**config.mk**
```make
export PLATFORM = sky130hd
export DESIGN_NAME = mem_port_arbiter
export DESIGN_NICKNAME = d
export VERILOG_FILES = /design/src/rtl/mem_port_arbiter_pkg.sv /design/src/rtl/mem_lane_align.sv /design/src/rtl/mem_port_arbiter.sv
export SDC_FILE = /design/constraint.sdc
export NUM_CORES = 1
export LEC_CHECK = 0
export CORE_ASPECT_RATIO = 0.6
export CORE_MARGIN = 3
export CORE_UTILIZATION = 38
export DETAILED_ROUTE_END_ITERATION = 10
export GPL_TIMING_DRIVEN = 0
export PLACE_DENSITY_LB_ADDON = 0.2
export SYNTH_ARGS = -nofsm -noshare
export SYNTH_HDL_FRONTEND = slang
export SYNTH_SLANG_ARGS = --single-unit
export TNS_END_PERCENT = 5
```
**constraint.sdc**
```tcl
create_clock -name clk -period 1.8 [get_ports clk]
set_input_delay 0.36 -clock clk [delete_from_list [all_inputs] [get_ports clk]]
set_output_delay 0.36 -clock clk [all_outputs]
set_load 0.01 [all_outputs]
```
**src/rtl/mem_port_arbiter_pkg.sv**
```systemverilog
// Shared types for the unified memory port arbiter: memory function/type codes
// and the arbiter FSM state/owner encodings.
package mem_port_arbiter_pkg;

  typedef enum logic {
    M_XRD = 1'b0,
    M_XWR = 1'b1
  } t_m;

  typedef enum logic [2:0] {
    MT_X  = 3'd0,
    MT_B  = 3'd1,
    MT_H  = 3'd2,
    MT_W  = 3'd3,
    MT_D  = 3'd4,
    MT_BU = 3'd5,
    MT_HU = 3'd6,
    MT_WU = 3'd7
  } t_mt;

  typedef enum logic [1:0] {
    IDLE = 2'd0,
    REQ  = 2'd1,
    WAIT = 2'd2,
    RESP = 2'd3
  } t_arb_state;

  typedef enum logic {
    OWN_IF = 1'b0,
    OWN_D  = 1'b1
  } t_arb_owner;

  // Halfwords must sit on even addresses, full words (MT_W only) on word addresses.
  function automatic logic is_misaligned(input t_mt typ, input logic [1:0] a);
    logic bad;
    bad = 1'b0;
    case (typ)
      MT_H, MT_HU: bad = a[0];
      MT_W:        bad = (a != 2'b00);
      default:     bad = 1'b0;
    endcase
    return bad;
  endfunction

endpackage

```
**src/rtl/mem_lane_align.sv**
```systemverilog
// Byte-lane steering for stores (byte enables + replication) and
// byte/half extraction with sign/zero extension for loads.
module mem_lane_align
  import mem_port_arbiter_pkg::*;
#(
  parameter int XLEN = 32
) (
  input  t_mt              typ,
  input  logic [1:0]       addr_lo,
  input  logic [XLEN-1:0]  wdata,
  input  logic [XLEN-1:0]  rdata,
  output logic [3:0]       be,
  output logic [XLEN-1:0]  wdata_steered,
  output logic [XLEN-1:0]  rdata_ext
);

  logic [7:0]  rd_byte;
  logic [15:0] rd_half;

  always_comb begin
    be            = 4'hF;
    wdata_steered = wdata;
    case (typ)
      MT_B: begin
        be            = 4'b0001 << addr_lo;
        wdata_steered = {(XLEN/8){wdata[7:0]}};
      end
      MT_H: begin
        be            = 4'b0011 << {addr_lo[1], 1'b0};
        wdata_steered = {(XLEN/16){wdata[15:0]}};
      end
      default: ;
    endcase
  end

  // Halfword selection ignores addr_lo[0], so misaligned halves read the aligned half.
  always_comb begin
    rd_byte   = rdata[{addr_lo, 3'b000} +: 8];
    rd_half   = rdata[{addr_lo[1], 4'b0000} +: 16];
    rdata_ext = rdata;
    case (typ)
      MT_B:    rdata_ext = {{(XLEN-8){rd_byte[7]}}, rd_byte};
      MT_BU:   rdata_ext = {{(XLEN-8){1'b0}}, rd_byte};
      MT_H:    rdata_ext = {{(XLEN-16){rd_half[15]}}, rd_half};
      MT_HU:   rdata_ext = {{(XLEN-16){1'b0}}, rd_half};
      default: rdata_ext = rdata;
    endcase
  end

endmodule

```
**src/rtl/mem_port_arbiter.sv**
```systemverilog
// Arbitrates IF and D requesters onto one memory port, one transaction at a time.
// Optional MEM_PORT_ARBITER_ALIGN_CHECK_EN adds d_resp_err and faults misaligned D accesses.
//
// Handshake: a request is accepted in the cycle its valid and ready are both high;
// ready is only ever high in IDLE and only for the arbitration winner. mem_req is held
// with stable fields until mem_gnt; exactly one mem_rvalid follows each grant.
module mem_port_arbiter
  import mem_port_arbiter_pkg::*;
#(
  parameter int XLEN   = 32,
  parameter int ADDR_W = 32
) (
  input  logic              clk,
  input  logic              rst,
  input  logic              if_req_valid,
  input  logic [ADDR_W-1:0] if_req_addr,
  output logic              if_req_ready,
  output logic              if_resp_valid,
  output logic [XLEN-1:0]   if_resp_data,
  input  logic              d_req_valid,
  input  logic [ADDR_W-1:0] d_req_addr,
  input  t_m                d_req_fcn,
  input  t_mt               d_req_typ,
  input  logic [XLEN-1:0]   d_req_wdata,
  output logic              d_req_ready,
  output logic              d_resp_valid,
  output logic [XLEN-1:0]   d_resp_data,
  output logic              mem_req,
  output logic              mem_we,
  output logic [ADDR_W-1:0] mem_addr,
  output logic [3:0]        mem_be,
  output logic [XLEN-1:0]   mem_wdata,
  input  logic              mem_gnt,
  input  logic              mem_rvalid,
  input  logic [XLEN-1:0]   mem_rdata,
`ifdef MEM_PORT_ARBITER_ALIGN_CHECK_EN
  output logic              d_resp_err,
`endif
  output t_arb_state        dbg_state
);

  t_arb_state        state;
  t_arb_owner        owner;
  t_arb_owner        last_owner;
  logic [ADDR_W-1:0] lat_addr;
  t_mt               lat_typ;
  logic              lat_we;
  logic [XLEN-1:0]   lat_wdata;

  logic              d_win;
  logic              if_win;
  logic [3:0]        align_be;
  logic [XLEN-1:0]   align_wdata;
  logic [XLEN-1:0]   align_rdata;

  // Last-grant-loses on a tie; last_owner resets to OWN_IF so D wins the first tie.
  assign d_win  = !rst && (state == IDLE) && d_req_valid &&
                  (!if_req_valid || (last_owner == OWN_IF));
  assign if_win = !rst && (state == IDLE) && if_req_valid && !d_win;

  assign d_req_ready  = d_win;
  assign if_req_ready = if_win;
  assign dbg_state    = state;

  mem_lane_align #(.XLEN(XLEN)) u_lane_align (
    .typ           (lat_typ),
    .addr_lo       (lat_addr[1:0]),
    .wdata         (lat_wdata),
    .rdata         (mem_rdata),
    .be            (align_be),
    .wdata_steered (align_wdata),
    .rdata_ext     (align_rdata)
  );

  assign mem_we    = mem_req && lat_we;
  assign mem_addr  = {lat_addr[ADDR_W-1:2], 2'b00};
  assign mem_be    = mem_req ? (lat_we ? align_be : 4'hF) : 4'h0;
  assign mem_wdata = (mem_req && lat_we) ? align_wdata : '0;

  always_ff @(posedge clk) begin
    if (rst) begin
      state         <= IDLE;
      owner         <= OWN_IF;
      last_owner    <= OWN_IF;
      lat_addr      <= '0;
      lat_typ       <= MT_X;
      lat_we        <= 1'b0;
      lat_wdata     <= '0;
      mem_req       <= 1'b0;
      if_resp_valid <= 1'b0;
      if_resp_data  <= '0;
      d_resp_valid  <= 1'b0;
      d_resp_data   <= '0;
`ifdef MEM_PORT_ARBITER_ALIGN_CHECK_EN
      d_resp_err    <= 1'b0;
`endif
    end else begin
      if_resp_valid <= 1'b0;
      d_resp_valid  <= 1'b0;
`ifdef MEM_PORT_ARBITER_ALIGN_CHECK_EN
      d_resp_err    <= 1'b0;
`endif
      case (state)
        IDLE: begin
          if (d_win) begin
            owner     <= OWN_D;
            lat_addr  <= d_req_addr;
            lat_typ   <= d_req_typ;
            lat_we    <= (d_req_fcn == M_XWR);
            lat_wdata <= d_req_wdata;
`ifdef MEM_PORT_ARBITER_ALIGN_CHECK_EN
            if (is_misaligned(d_req_typ, d_req_addr[1:0])) begin
              state        <= RESP;
              d_resp_valid <= 1'b1;
              d_resp_err   <= 1'b1;
              d_resp_data  <= '0;
            end else begin
              state   <= REQ;
              mem_req <= 1'b1;
            end
`else
            state   <= REQ;
            mem_req <= 1'b1;
`endif
          end else if (if_win) begin
            owner     <= OWN_IF;
            lat_addr  <= if_req_addr;
            lat_typ   <= MT_W;
            lat_we    <= 1'b0;
            lat_wdata <= '0;
            state     <= REQ;
            mem_req   <= 1'b1;
          end
        end
        REQ: begin
          if (mem_gnt) begin
            mem_req <= 1'b0;
            state   <= WAIT;
          end
        end
        WAIT: begin
          if (mem_rvalid) begin
            state <= RESP;
            if (owner == OWN_IF) begin
              if_resp_valid <= 1'b1;
              if_resp_data  <= mem_rdata;
            end else begin
              d_resp_valid <= 1'b1;
              d_resp_data  <= lat_we ? '0 : align_rdata;
            end
          end
        end
        RESP: begin
          last_owner <= owner;
          state      <= IDLE;
        end
        default: state <= IDLE;
      endcase
    end
  end

endmodule

```
Word level (Yosys, flattened, before mapping)
Cells that the tools add are included.
{"block": "word_totals", "regBits": 139, "input_bits": 138, "output_inout_bits": 140, "wordCells": 76}
{"block": "classes", "n_eq_ne": 10, "n_shift": 4, "muxes": 27, "n_bitwise": 4, "reduce_logical": 19}
{"cell": "32-bit 2-to-1 mux", "n": 6}
{"cell": "32-bit one-hot mux with 4 select lines", "n": 1}
{"cell": "32-bit one-hot mux with 2 select lines", "n": 1}
{"cell": "32-bit by 6-bit indexed part select with 16-bit output", "n": 1}
{"cell": "32-bit by 6-bit indexed part select with 8-bit output", "n": 1}
{"cell": "3-bit AND reduction", "n": 4}
{"cell": "1-bit 2-to-1 mux", "n": 8}
{"cell": "2-bit 2-to-1 mux", "n": 4}
{"cell": "4-bit 2-to-1 mux", "n": 2}
{"cell": "2-bit one-hot mux with 4 select lines", "n": 1}
{"cell": "4-bit one-hot mux with 2 select lines", "n": 1}
{"cell": "3-bit == test (second input constant)", "n": 2}
{"cell": "1-bit logical AND", "n": 6}
{"cell": "3-bit 2-to-1 mux", "n": 2}
{"cell": "2-bit == test (second input constant)", "n": 2}
{"cell": "2-bit != test (second input constant)", "n": 2}
{"cell": "1-bit NOT", "n": 4}
{"cell": "2-bit nonzero test", "n": 2}
{"cell": "1-bit by 2-bit left shift with 4-bit output (first input constant)", "n": 1}
{"cell": "2-bit by 2-bit left shift with 4-bit output (first input constant)", "n": 1}
{"cell": "3-bit by 1-bit == test with 1-bit output (second input constant)", "n": 1}
{"cell": "3-bit by 2-bit == test with 1-bit output (second input constant)", "n": 1}
{"cell": "1-bit zero test", "n": 3}
{"cell": "3-bit != test (second input constant)", "n": 1}
{"cell": "6 further kinds", "n": 6}

Longest topological paths before layout
{"block": "logic_depth", "ltp_word": 9, "ltp_mapped": 9, "depth_no_buf": 7}

Modules after synthesis
A second synthesis with hierarchy kept.
{"block": "hier_totals", "cells_unflattened": 884, "hier_area_um2": 7277.0}
{"module": "mem_port_arbiter", "n_inst": 1, "cells_each": 694, "area_each_um2": 6040.8, "seq_area_each_um2": 2782.7}
{"module": "mem_lane_align", "n_inst": 1, "cells_each": 190, "area_each_um2": 1236.2, "seq_area_each_um2": 0.0}

Least setup slack after synthesis
No wires, ideal clock.
{"block": "synth_timing", "path_type": "register to output", "from": "register lat_typ[0]", "to": "output mem_wdata[29]", "arrival_time_ns": 1.599, "required_time_ns": 1.440, "path_slack_ns": -0.159, "path_stages_with_launch": 9, "path_buffers": 2, "path_cell_list": "dfxtp_1 inv_1 ha_1 clkbuf_1 nor2b_1 nor2_2 buf_2 nand2_1 a31oi_1"}
{"block": "synth_between", "elab_chain_len": 3, "word_cells_on_any_way": 4, "cone_classes": "eq/ne: 2; mux: 2"}
{"element": "start, declared", "line_no": "mem_port_arbiter.sv:46", "text": "t_mt lat_typ;"}
{"element": "start signal, assigned", "line_no": "mem_port_arbiter.sv:108", "text": "lat_typ <= d_req_typ;"}
{"element": "3-bit by 2-bit == test with 1-bit output / 3-bit by 1-bit == test with 1-bit output (equally long branches)", "line_no": "mem_lane_align.sv:23", "text": "case (typ)"}
{"element": "32-bit one-hot mux with 2 select lines (*)", "line_no": "mem_lane_align.sv:23"}
{"element": "32-bit 2-to-1 mux (*)", "line_no": "mem_port_arbiter.sv:78", "text": "assign mem_wdata = (mem_req && lat_we) ? align_wdata : '0;"}
{"element": "end, declared", "line_no": "mem_port_arbiter.sv:32", "text": "output logic [XLEN-1:0] mem_wdata,"}
Every way passes the cells marked *; elsewhere a longest branch is shown, timed or not.

Worst setup path in the final report
{"block": "layout_timing", "from": "register lat_typ[1]", "to": "output mem_wdata[19]"}
The elaborated chain is that of the path after synthesis.

==> impl_summary.txt <==
----------------------------------------------------
[Critical path]
  Kind of launch point of the worst setup path ... flop
  R2R depth ... 8
  Max FO, Critical Path ... 5
  Data arrival time of the critical path ... between 1500 and 2000 ps
  Crit path required time ... roughly 1400 ps
  Type of the worst setup path ... reg -> out
  Critical path capture point type ... primary output
  Worst setup path start ... lat_typ[1]
  Chain of cells forming the critical path ... inv_2, ha_4, nor2b_4, nand2b_4, buf_6, nand2_2, a21oi_2, buf_2
  Startpoint of the worst-slack reg-to-reg timing path ... dbg_state[0]
  Delay of the slowest cell on the worst path ... ~320 ps
  Slowest cell on crit path ... sky130_fd_sc_hd__dfxtp_2

[GRT]
  Number of global-route vias before repair ... slightly below 7000
  Antenna violations before repair ... 0
  Overall track demand over capacity in global routing ... approximately a quarter
  Wire length of the first global-routing pass ... around 38 mm
  Largest net degree at the start of global routing ... 17
  Grt ovf ... 0

[STA]
  Slew Limit Headroom ... a little over half
  Hold violation count in the final report ... 0
  Worst Tran Pin Value ... 702 ps
  Top achievable clock speed ... approximately 440 MHz
  Final Critical Period ... ~2300 ps
  Pins over their slew limit ... 0
  # setup viols final ... 55
  Minimum setup slack in the final design ... -460 ps
  Final clock skew ... between 15 and 20 ps
  RSZ-0062 raised after global routing ... yes
  Crit share post-route ... 126%

[CTS]
  CTS Hold Bufs ... 0
  Total clock sinks ... between 100 and 150
  Register clock-pin slew on the reported worst setup and hold paths ... 60 ps
  Clock root cell ... sky130_fd_sc_hd__clkbuf_16
  Depth of the CTS H-tree ... 4
  Clock tree from TritonCTS ... yes
  Clk_lat worst skew ... roughly 420 ps
  Number of buffers between clock root and the deepest sink ... 2
  CTS buffer count ... 17

[Route]
  Detail-routed net length per standard cell ... approximately 18 microns
  DRC errors left ... 0
  Post-DR vias/cell ... roughly 5.2
  Number of antenna-violating nets in the routed design ... 0
  Initial drt markers ... a little over 500
  Total Routed Length ... 25.1 mm
  Overall via count from detail_route ... about 7000
  Detailed-router iteration count before antenna repair ... 5

[Pwr]
  Static Leak ... between 3 and 4 nW
  Total power draw ... 0.0120 W
  Worst-case vdd ir drop ... approximately 560 uV
  Power per cell area ... 1140 nW/um^2

[Synth]
  Register bit count reported by yosys ... 139
  Share of synthesized area occupied by flip-flops and latches ... between 40 and 50%
  Synth Instances ... 812
  Number of warning messages in the yosys log ... 0
  Average instance area after synthesis ... 7.86 sq um
  Netlist cell types ... between 40 and 50
  Cell area after synthesis ... 6380 sq um

[Min path]
  Hold path startpoint ... d_resp_data[22]
  Min-Delay Path Class ... reg -> reg
  WHS Path Cells ... 2

[Floorplan]
  Total die area ... approximately 18000 sq um
  Site Rows ... 36
  Placeable core area ... roughly 16000 sq um
  Number of ports placed on the die boundary ... ~280
  Width of the die ... 173 microns
  Initial standard-cell utilization of the core ... roughly 39%
  Die Ht ... about 110 microns

[Finish]
  Ratio of cells with drive above 1 in the final layout ... 21.2%
  Most frequent cells in the layout ... sky130_fd_sc_hd__clkdlybuf4s50_1, sky130_fd_sc_hd__nand2_1, sky130_fd_sc_hd__dfxtp_1
  # nets final ... approximately 1300
  Non-Filler Instances ... 1363
  Number of fillers in the final layout ... 1469
  Most common cell after layout, fill and taps aside ... sky130_fd_sc_hd__clkdlybuf4s50_1
  Syn-to-layout area delta ... 64.1%

[Placement]
  Number of instances in the placed design ... approximately 1300
  Number of input and output port buffers inserted ... about 280
  Worst-case setup slack after placement ... -858 ps
  Estimated wirelength of the detail-placed design ... approximately 19 mm
  Placer's final routability congestion estimate ... about 0.95

[Job]
  Maximum Capacitance Violations ... 0

[Outcome]
  Violated checks ... setup timing
  Status ... complete, but fails checks

----------------------------------------------------
==> timing repair <==
item / in CTS / in global routing
cloned: 2 / 0
setup endpoints to repair: 177 / 158
resized for setup: 231 / 68
pin swaps: 14 / 19
setup buffers: 10 / 4
==> per-stage QoR <==
| step | TNS [ps] | hold WS (ps) | utilization, % | area (sq um) |
|---|---|---|---|---|
| floorplan | -293 | 460 | - | 6450 |
| global placement | -79760 | 432 | 58.1 | 9490 |
| detailed placement | -82570 | 438 | 58.1 | 9490 |
| CTS | -13450 | 447 | 63.1 | 10300 |
| global route | -19430 | 469 | 64.0 | 10500 |
| finish | -13250 | 448 | 64.1 | 10500 |
==> per-layer routing <==
layer	track usage [%]	vias to the layer above	part of all wire, %
met4	5.20	0	1.2
met3	8.99	24	9.7
met2	38.5	313	42
met5	0	-	0
li1	-	3378	-
met1	37.7	3313	47
==> cell usage after synthesis (all sizes together) <==
cell    count  area share (%)
nand2     204              12
mux2        6             1.1
buf        64             6.5
a21boi      6            0.71
mux2i       5            0.78
clkbuf     30             1.8
ha          7             1.4
a22oi      34             4.0
o22ai       6            0.59
and3        9            0.88
nand2b     19             1.9
a311oi     32             4.4
nor3b       2            0.31
inv        12            0.71
o21ai      41             3.2
nand3       8            0.71
mux4        1            0.35
conb        1           0.059
a221oi      1            0.14
o31ai       1            0.33
nor3        1            0.16
dfxtp     139              44
o221ai      1            0.14
nor2b       4            0.43
a221o       1            0.16
a21oi      52             4.3
o31a        1            0.14
nor2       92             5.4
o32a        1            0.16
a31oi      13             1.3
o21a        1            0.12
a21o        2            0.24
or2         1           0.098
a32o        9             1.4
a211oi      5            0.67
==> cell families (layout without fill, tap and decap cells) <==
logic type | count (synthesis) | count (layout) | synth area share, %
compound gates | 207 | 207 | 21.9
flops | 139 | 139 | 43.6
buf+inv | 106 | 427 | 8.98
other cells | 1 | 3 | 0.0587
fa+ha+maj | 7 | 7 | 1.37
mux | 12 | 12 | 2.20
simple gates | 340 | 340 | 21.9
==> path summary, 6_finish.rpt <==
| check | end | slack (ps) |
|---|---|---|
| setup / recovery | mem_wdata[19] | -460 |
| hold / removal | d_resp_data[22] | 450 |
| setup reg to reg | if_resp_data[18] | -80 |
| hold reg to reg | d_resp_data[22] | 450 |
==> sequential cells by signal (all words and copies together) (netlist names) <==
signal and cells:
d_resp_data 32, lat_typ 3, last_owner 1, mem_req 1, d_resp_valid 1, owner 1
if_resp_data 32, lat_addr 32, if_resp_valid 1, dbg_state 2, lat_we 1, lat_wdata 32
==> report_power, final <==
| group | internal [W] | switching, W | total [W] |
|---|---|---|---|
| Sequential | 0.00349 | 0.000347 | 0.00384 |
| Combinational | 0.00226 | 0.00235 | 0.00461 |
| Clock | 0.00196 | 0.00156 | 0.00352 |
==> layout make-up <==
type	count	area, sq um	area share [%]
repair buffers	291	2760	26.3
plain buffers	92	679	6.49
multi-input cells	568	3310	31.6
clock inverters	14	151	1.45
flip-flops and latches	139	2800	26.7
well taps	228	285	2.72
inverters	12	55.1	0.526
clock buffers	18	429	4.10
diodes	1	2.50	0.0239
==> critical path: cells and delay by family, from the launching register on <==
family / cells / cell delay (ps)
compound gates: 1 / 130
buf+inv: 3 / 360
fa+ha+maj: 1 / 140
flops: 1 / 320
simple gates: 3 / 550
No activity file was read; power rests on OpenSTA's default activity.
